`config.mk`:
```
export PLATFORM = sky130hd
export DESIGN_NAME = decode_stage
export DESIGN_NICKNAME = d
export VERILOG_FILES = /design/src/rtl/decode_pkg.sv /design/src/rtl/decode_fields.sv /design/src/rtl/decode_stage.sv
export SDC_FILE = /design/constraint.sdc
export NUM_CORES = 1
export LEC_CHECK = 0
export CORE_MARGIN = 4
export CORE_UTILIZATION = 48
export DETAILED_ROUTE_END_ITERATION = 7
export PLACE_DENSITY = 0.83
export SLEW_MARGIN = 40
export SYNTH_ARGS = -nofsm -noshare
export SYNTH_HDL_FRONTEND = slang
export SYNTH_SLANG_ARGS = --single-unit
```
`constraint.sdc`:
```
create_clock -name clk -period 3.5 [get_ports clk]
set_input_delay 0.525 -clock clk [delete_from_list [all_inputs] [get_ports clk]]
set_output_delay 0.525 -clock clk [all_outputs]
set_load 0.1 [all_outputs]
```
`src/rtl/decode_pkg.sv`:
```
// Shared decode definitions: opcodes, control encodings and field offsets.
package decode_pkg;

  localparam int OPCODE_W = 5;
  localparam int FUNCT_W  = 4;
  localparam int EX_W     = 5;

  localparam logic [4:0] OP_ALU  = 5'b00110;
  localparam logic [4:0] OP_ALUI = 5'b00100;
  localparam logic [4:0] OP_LW   = 5'b00010;
  localparam logic [4:0] OP_SW   = 5'b00011;
  localparam logic [4:0] OP_BEZ  = 5'b10000;
  localparam logic [4:0] OP_BNEZ = 5'b01000;

  localparam logic [1:0] WB_NONE = 2'b00;
  localparam logic [1:0] WB_ALU  = 2'b01;
  localparam logic [1:0] WB_LOAD = 2'b11;

  localparam logic [1:0] BR_NONE = 2'b00;
  localparam logic [1:0] BR_BEZ  = 2'b10;
  localparam logic [1:0] BR_BNEZ = 2'b01;

  function automatic int rd_lsb();
    return OPCODE_W;
  endfunction

  function automatic int funct_lsb(input int rw);
    return OPCODE_W + rw;
  endfunction

  function automatic int rs1_lsb(input int rw);
    return OPCODE_W + rw + FUNCT_W;
  endfunction

  // rs2 and the immediate share their low bits.
  function automatic int rs2_lsb(input int rw);
    return OPCODE_W + 2 * rw + FUNCT_W;
  endfunction

  function automatic int imm_lsb(input int rw);
    return OPCODE_W + 2 * rw + FUNCT_W;
  endfunction

endpackage

```
`src/rtl/decode_fields.sv`:
```
// Combinational instruction splitter: fields, controls, source-usage flags.
// Unknown opcodes raise illegal_o only when DECODE_ILLEGAL_EN is defined.
module decode_fields
  import decode_pkg::*;
#(
  parameter int INSTR_W    = 32,
  parameter int REG_ADDR_W = 3,
  parameter int IMM_W      = 12
) (
  input  logic [INSTR_W-1:0]    ins_i,
  output logic [REG_ADDR_W-1:0] rd_o,
  output logic [REG_ADDR_W-1:0] rs1_o,
  output logic [REG_ADDR_W-1:0] rs2_o,
  output logic [IMM_W-1:0]      imm_o,
  output logic [EX_W-1:0]       ex_ctrl_o,
  output logic                  mem_ctrl_o,
  output logic [1:0]            wb_ctrl_o,
  output logic [1:0]            br_ctrl_o,
  output logic                  rs1_used_o,
  output logic                  rs2_used_o,
  output logic                  illegal_o
);

  localparam int RD_LSB    = rd_lsb();
  localparam int FUNCT_LSB = funct_lsb(REG_ADDR_W);
  localparam int RS1_LSB   = rs1_lsb(REG_ADDR_W);
  localparam int RS2_LSB   = rs2_lsb(REG_ADDR_W);
  localparam int IMM_LSB   = imm_lsb(REG_ADDR_W);

  if (IMM_LSB + IMM_W > INSTR_W) begin : g_bad_layout
    $error("decode_fields: instruction fields exceed INSTR_W");
  end

  logic [OPCODE_W-1:0]   opcode_s;
  logic [REG_ADDR_W-1:0] rd_f_s;
  logic [REG_ADDR_W-1:0] rs1_f_s;
  logic [REG_ADDR_W-1:0] rs2_f_s;
  logic [FUNCT_W-1:0]    funct_f_s;
  logic [IMM_W-1:0]      imm_f_s;
  logic                  unused_ins_s;

  assign opcode_s     = ins_i[OPCODE_W-1:0];
  assign rd_f_s       = ins_i[RD_LSB +: REG_ADDR_W];
  assign funct_f_s    = ins_i[FUNCT_LSB +: FUNCT_W];
  assign rs1_f_s      = ins_i[RS1_LSB +: REG_ADDR_W];
  assign rs2_f_s      = ins_i[RS2_LSB +: REG_ADDR_W];
  assign imm_f_s      = ins_i[IMM_LSB +: IMM_W];
  assign unused_ins_s = ^ins_i;

  // Opcode decode; anything not listed decodes to an all-zero NOP.
  always_comb begin
    rd_o       = {REG_ADDR_W{1'b0}};
    rs1_o      = {REG_ADDR_W{1'b0}};
    rs2_o      = {REG_ADDR_W{1'b0}};
    imm_o      = {IMM_W{1'b0}};
    ex_ctrl_o  = {EX_W{1'b0}};
    mem_ctrl_o = 1'b0;
    wb_ctrl_o  = WB_NONE;
    br_ctrl_o  = BR_NONE;
    rs1_used_o = 1'b0;
    rs2_used_o = 1'b0;
    illegal_o  = 1'b0;
    case (opcode_s)
      OP_ALU: begin
        rd_o = rd_f_s; rs1_o = rs1_f_s; rs2_o = rs2_f_s;
        ex_ctrl_o = {1'b0, funct_f_s}; wb_ctrl_o = WB_ALU;
        rs1_used_o = 1'b1; rs2_used_o = 1'b1;
      end
      OP_ALUI: begin
        rd_o = rd_f_s; rs1_o = rs1_f_s; imm_o = imm_f_s;
        ex_ctrl_o = {1'b1, funct_f_s}; wb_ctrl_o = WB_ALU;
        rs1_used_o = 1'b1;
      end
      OP_LW: begin
        rd_o = rd_f_s; rs1_o = rs1_f_s; rs2_o = rs2_f_s;
        wb_ctrl_o = WB_LOAD;
        rs1_used_o = 1'b1; rs2_used_o = 1'b1;
      end
      OP_SW: begin
        rs1_o = rs1_f_s; rs2_o = rs2_f_s; mem_ctrl_o = 1'b1;
        rs1_used_o = 1'b1; rs2_used_o = 1'b1;
      end
      OP_BEZ: begin
        rs1_o = rs1_f_s; imm_o = imm_f_s; br_ctrl_o = BR_BEZ;
        rs1_used_o = 1'b1;
      end
      OP_BNEZ: begin
        rs1_o = rs1_f_s; imm_o = imm_f_s; br_ctrl_o = BR_BNEZ;
        rs1_used_o = 1'b1;
      end
      default: begin
`ifdef DECODE_ILLEGAL_EN
        illegal_o = 1'b1;
`else
        illegal_o = 1'b0;
`endif
      end
    endcase
  end

endmodule

```
`src/rtl/decode_stage.sv`:
```
// Registered decode stage with valid/ready handshake, load-use stall and flush.
// Optional feature: DECODE_ILLEGAL_EN flags unknown opcodes on the illegal output.
module decode_stage
  import decode_pkg::*;
#(
  parameter int INSTR_W    = 32,
  parameter int REG_ADDR_W = 3,
  parameter int IMM_W      = 12,
  parameter int PC_W       = 9
) (
  input  logic                  clk,
  input  logic                  rst_n,
  input  logic                  in_valid,
  output logic                  in_ready,
  input  logic [INSTR_W-1:0]    in_ins,
  input  logic [PC_W-1:0]       in_pc,
  input  logic                  flush,
  output logic                  out_valid,
  input  logic                  out_ready,
  output logic [PC_W-1:0]       out_pc,
  output logic [REG_ADDR_W-1:0] rd,
  output logic [REG_ADDR_W-1:0] rs1,
  output logic [REG_ADDR_W-1:0] rs2,
  output logic [IMM_W-1:0]      imm,
  output logic [EX_W-1:0]       ex_ctrl,
  output logic                  mem_ctrl,
  output logic [1:0]            wb_ctrl,
  output logic [1:0]            br_ctrl,
  output logic                  illegal
);

  logic [REG_ADDR_W-1:0] dec_rd_s, dec_rs1_s, dec_rs2_s;
  logic [IMM_W-1:0]      dec_imm_s;
  logic [EX_W-1:0]       dec_ex_s;
  logic                  dec_mem_s, dec_rs1_used_s, dec_rs2_used_s, dec_ill_s;
  logic [1:0]            dec_wb_s, dec_br_s;

  logic                  valid_q, valid_d;
  logic [PC_W-1:0]       pc_q, pc_d;
  logic [REG_ADDR_W-1:0] rd_q, rd_d, rs1_q, rs1_d, rs2_q, rs2_d;
  logic [IMM_W-1:0]      imm_q, imm_d;
  logic [EX_W-1:0]       ex_q, ex_d;
  logic                  mem_q, mem_d, ill_q, ill_d;
  logic [1:0]            wb_q, wb_d, br_q, br_d;
  logic                  hazard_s, ready_s;

  decode_fields #(
    .INSTR_W    (INSTR_W),
    .REG_ADDR_W (REG_ADDR_W),
    .IMM_W      (IMM_W)
  ) u_fields (
    .ins_i      (in_ins),
    .rd_o       (dec_rd_s),
    .rs1_o      (dec_rs1_s),
    .rs2_o      (dec_rs2_s),
    .imm_o      (dec_imm_s),
    .ex_ctrl_o  (dec_ex_s),
    .mem_ctrl_o (dec_mem_s),
    .wb_ctrl_o  (dec_wb_s),
    .br_ctrl_o  (dec_br_s),
    .rs1_used_o (dec_rs1_used_s),
    .rs2_used_o (dec_rs2_used_s),
    .illegal_o  (dec_ill_s)
  );

  // A held load is recognised by its load write-back encoding.
  assign hazard_s = valid_q && (wb_q == WB_LOAD) && (rd_q != {REG_ADDR_W{1'b0}}) && in_valid &&
                    ((dec_rs1_used_s && (dec_rs1_s == rd_q)) ||
                     (dec_rs2_used_s && (dec_rs2_s == rd_q)));
  assign ready_s  = flush || ((!valid_q || out_ready) && !hazard_s);

  // Next-state: flush beats transfer-in, which beats drain; otherwise hold.
  always_comb begin
    valid_d = valid_q; pc_d = pc_q; rd_d = rd_q; rs1_d = rs1_q; rs2_d = rs2_q;
    imm_d = imm_q; ex_d = ex_q; mem_d = mem_q; wb_d = wb_q; br_d = br_q; ill_d = ill_q;
    if (flush) begin
      valid_d = 1'b0; ex_d = {EX_W{1'b0}}; mem_d = 1'b0;
      wb_d = WB_NONE; br_d = BR_NONE; ill_d = 1'b0;
    end else if (in_valid && ready_s) begin
      valid_d = 1'b1; pc_d = in_pc; rd_d = dec_rd_s; rs1_d = dec_rs1_s; rs2_d = dec_rs2_s;
      imm_d = dec_imm_s; ex_d = dec_ex_s; mem_d = dec_mem_s; wb_d = dec_wb_s;
      br_d = dec_br_s; ill_d = dec_ill_s;
    end else if (valid_q && out_ready) begin
      valid_d = 1'b0; ex_d = {EX_W{1'b0}}; mem_d = 1'b0;
      wb_d = WB_NONE; br_d = BR_NONE;
    end else begin
      valid_d = valid_q;
    end
  end

  // Output pipeline register.
  always_ff @(posedge clk or negedge rst_n) begin
    if (!rst_n) begin
      valid_q <= 1'b0; pc_q <= {PC_W{1'b0}};
      rd_q <= {REG_ADDR_W{1'b0}}; rs1_q <= {REG_ADDR_W{1'b0}}; rs2_q <= {REG_ADDR_W{1'b0}};
      imm_q <= {IMM_W{1'b0}}; ex_q <= {EX_W{1'b0}}; mem_q <= 1'b0;
      wb_q <= WB_NONE; br_q <= BR_NONE; ill_q <= 1'b0;
    end else begin
      valid_q <= valid_d; pc_q <= pc_d; rd_q <= rd_d; rs1_q <= rs1_d; rs2_q <= rs2_d;
      imm_q <= imm_d; ex_q <= ex_d; mem_q <= mem_d; wb_q <= wb_d; br_q <= br_d;
      ill_q <= ill_d;
    end
  end

  assign in_ready  = ready_s;
  assign out_valid = valid_q;
  assign out_pc    = pc_q;
  assign rd        = rd_q;
  assign rs1       = rs1_q;
  assign rs2       = rs2_q;
  assign imm       = imm_q;
  assign ex_ctrl   = ex_q;
  assign mem_ctrl  = mem_q;
  assign wb_ctrl   = wb_q;
  assign br_ctrl   = br_q;
  assign illegal   = ill_q;

endmodule

```
==> qor.csv <==
metric,value,unit
outcome,finished clean,
first-pass GRT wire length,11300,um
Ys Warns,0,
crit path capture type,output pin,
Fillers,401,
Crit Path Category,input port to output pin,
Hold Slack,0.212,ns
diodes inserted,0,
# Post-CTS Setup Buffers,0,
vias in the first global route,2291,
worst-margin pin slew,0.737,ns
Post-Syn Area,2450,um^2
cts repair resizes,0,
row count,25,
drc violations,0,
synthesized flop and latch total,41,
startpoint type of the worst setup path,input port,
buffer depth of the longest clock path,2,
GR Util met1,0.310,
initial antenna violation count,0,
HP Class,input port to asynchronous set/reset pin,
GR Util met2,0.368,
hold_buf cts,0,
GRT Util Overall,0.224,
fin crit share,0.838,
Layout area overhead,29.6,%
First-pass DRT Iterations,4,
depth of the CTS H-tree,2,
maxcap violations,0,
CP required,2.97,ns
sequential share of the synthesized area,0.418,
Finished Cell Area,3180,um^2
leakage,1.37,nW
Die ar.,6320,um^2
normalized max-slew margin,0.509,
Final min period,2.93,ns
Final ANT Viol Nets,0,
post-synth cell types,48,
Layout Utilization,0.656,
Setup TNS,0,ns
met3 Usage GRT,0.0395,
pin count of the biggest net entering global routing,42,
Worst Path Arrival,2.41,ns
initial core utilization,0.506,
Fmax,0.341,GHz
VDD IR max,0.188,mV
wire length per cell,16.7,um
Placement Cell Area,3050,um^2
pwr/cell area,422,nW/um^2
unrepaired setup endpoints after global routing,no,
layout net count,379,
Iter 0 DRT Violations,193,
Post-synth ARST share,1.00,
Fin. Hold Viols,0,
final setup vio count,0,
routability congestion estimate,0.812,
layer with the highest usage,met2,
Synth Flop Type,dfrtp_1,
TritonCTS clock tree,done,
"EDFF count, synth",0,
dpl hpwl,4500,um
Die X,79.5,um
Die Y-Extent,79.5,um
overall power,1.34,mW
IO buf count,82,
share of layout cells above drive strength 1,0.243,
CTS Sinks,41,
syn_area_per_cell,9.44,um^2
CTS root buf,clkbuf_8,
Clock Skew,0.00774,ns
final WL,6710,um
total CTS buffers,5,
Core Region,4850,um^2
total grt overflow,0,
IO Count,89,
insertion delay of the later-clocked pin in the worst-skew pair,0.30,ns
most frequent cells in the layout,"41 x dfrtp_1, 41 x buf_2, 39 x clkdlybuf4s50_1",
Vias,2312,
Mapped Cells,260,
"critical path fanouts, max",9,
"CTS clk-pin slew, worst paths",0.08,ns
Pins Over Slew Limit,0,
Via-to-Cell Ratio,5.77,
Synthesized Nets,306,
[state kept, by name, summed over array words and instances (netlist names)]
register,count
imm,12
out_pc,9
ex_ctrl,5
rd,3
rs1,3
rs2,3
br_ctrl,2
wb_ctrl,2
mem_ctrl,1
out_valid,1
[Yosys cell counts (2+ instances only)]
master | instances | area [um^2]
dfrtp_1 | 41 | 1030
nand3_1 | 29 | 145
nand2_1 | 28 | 105
o21ai_0 | 26 | 130
o211ai_1 | 21 | 158
nor2_1 | 16 | 60.1
and2_1 | 11 | 68.8
a221oi_2 | 9 | 135
clkbuf_1 | 9 | 33.8
o311ai_1 | 9 | 78.8
xor2_1 | 6 | 52.6
buf_4 | 5 | 37.5
buf_6 | 4 | 45.0
o31ai_1 | 4 | 30.0
nand2b_1 | 3 | 18.8
nor3_1 | 3 | 15.0
buf_2 | 2 | 10.0
nand2_2 | 2 | 12.5
nor2b_1 | 2 | 12.5
or4_1 | 2 | 15.0
[layer usage]
metal  up-vias  part of all wire  wire (um)
li1       1108                 -          -
met1      1115              0.44       2930
met2        84              0.49       3280
met3         5             0.066        443
met4         0            0.0086         58
met5         -                 0          0
[worst max-delay path: stages]
cell             delay (ns)
clkdlybuf4s50_1        0.56
nor3b_1                0.22
o21a_1                 0.25
o311ai_4               0.32
nand2_2                0.08
nor2_1                 0.23
buf_12                 0.21
[metrics by stage]
| stage | std cells | worst slack [ns] |
|---|---|---|
| 6_report | 401 | 0.567 |
| 5_1_grt | 401 | 0.472 |
| 4_1_cts | 401 | 0.588 |
| 3_5_place_dp | 393 | 0.609 |
| 3_3_place_gp | 393 | 0.614 |
| 2_1_floorplan | 260 | 0.0328 |
[cell families after synthesis]
logic type,count (synthesis),share of synthesized area
AO/OA/AOI/OAI,80,0.263
buffers and inverters,26,0.0739
XOR/XNOR,6,0.0214
flip-flops,41,0.418
AND/OR/NAND/NOR,106,0.222
other,1,0.00153
[final cells by class]
class	instances	area [um^2]	area share
sequential	41	1030	0.323
timing repair buffer	90	683	0.215
inverter	2	7.51	0.00236
clock inverter	2	37.5	0.0118
tap	67	83.8	0.0264
multi-input combinational	193	1260	0.396
clock buffer	6	82.6	0.0260
[report_power, final]
group / internal [mW] / switching (mW) / total (mW)
sequential: 0.501 / 0.0221 / 0.523
clock: 0.232 / 0.169 / 0.401
combinational: 0.107 / 0.310 / 0.417
total: 0.840 / 0.501 / 1.34
[worst paths after layout]
check,from,end,slack [ns],cells past startpoint
setup reg to reg,rd[0],ex_ctrl[4],1.40,5
setup / recovery,in_ins[4],in_ready,0.57,7
min in group clk,ex_ctrl[3],ex_ctrl[3],0.48,2
hold reg to reg,ex_ctrl[3],ex_ctrl[3],0.48,2
hold / removal,rst_n,out_pc[6],0.21,1
max in group asynchronous,rst_n,rs1[2],2.92,1
No activity file was read; power rests on OpenSTA's default activity.
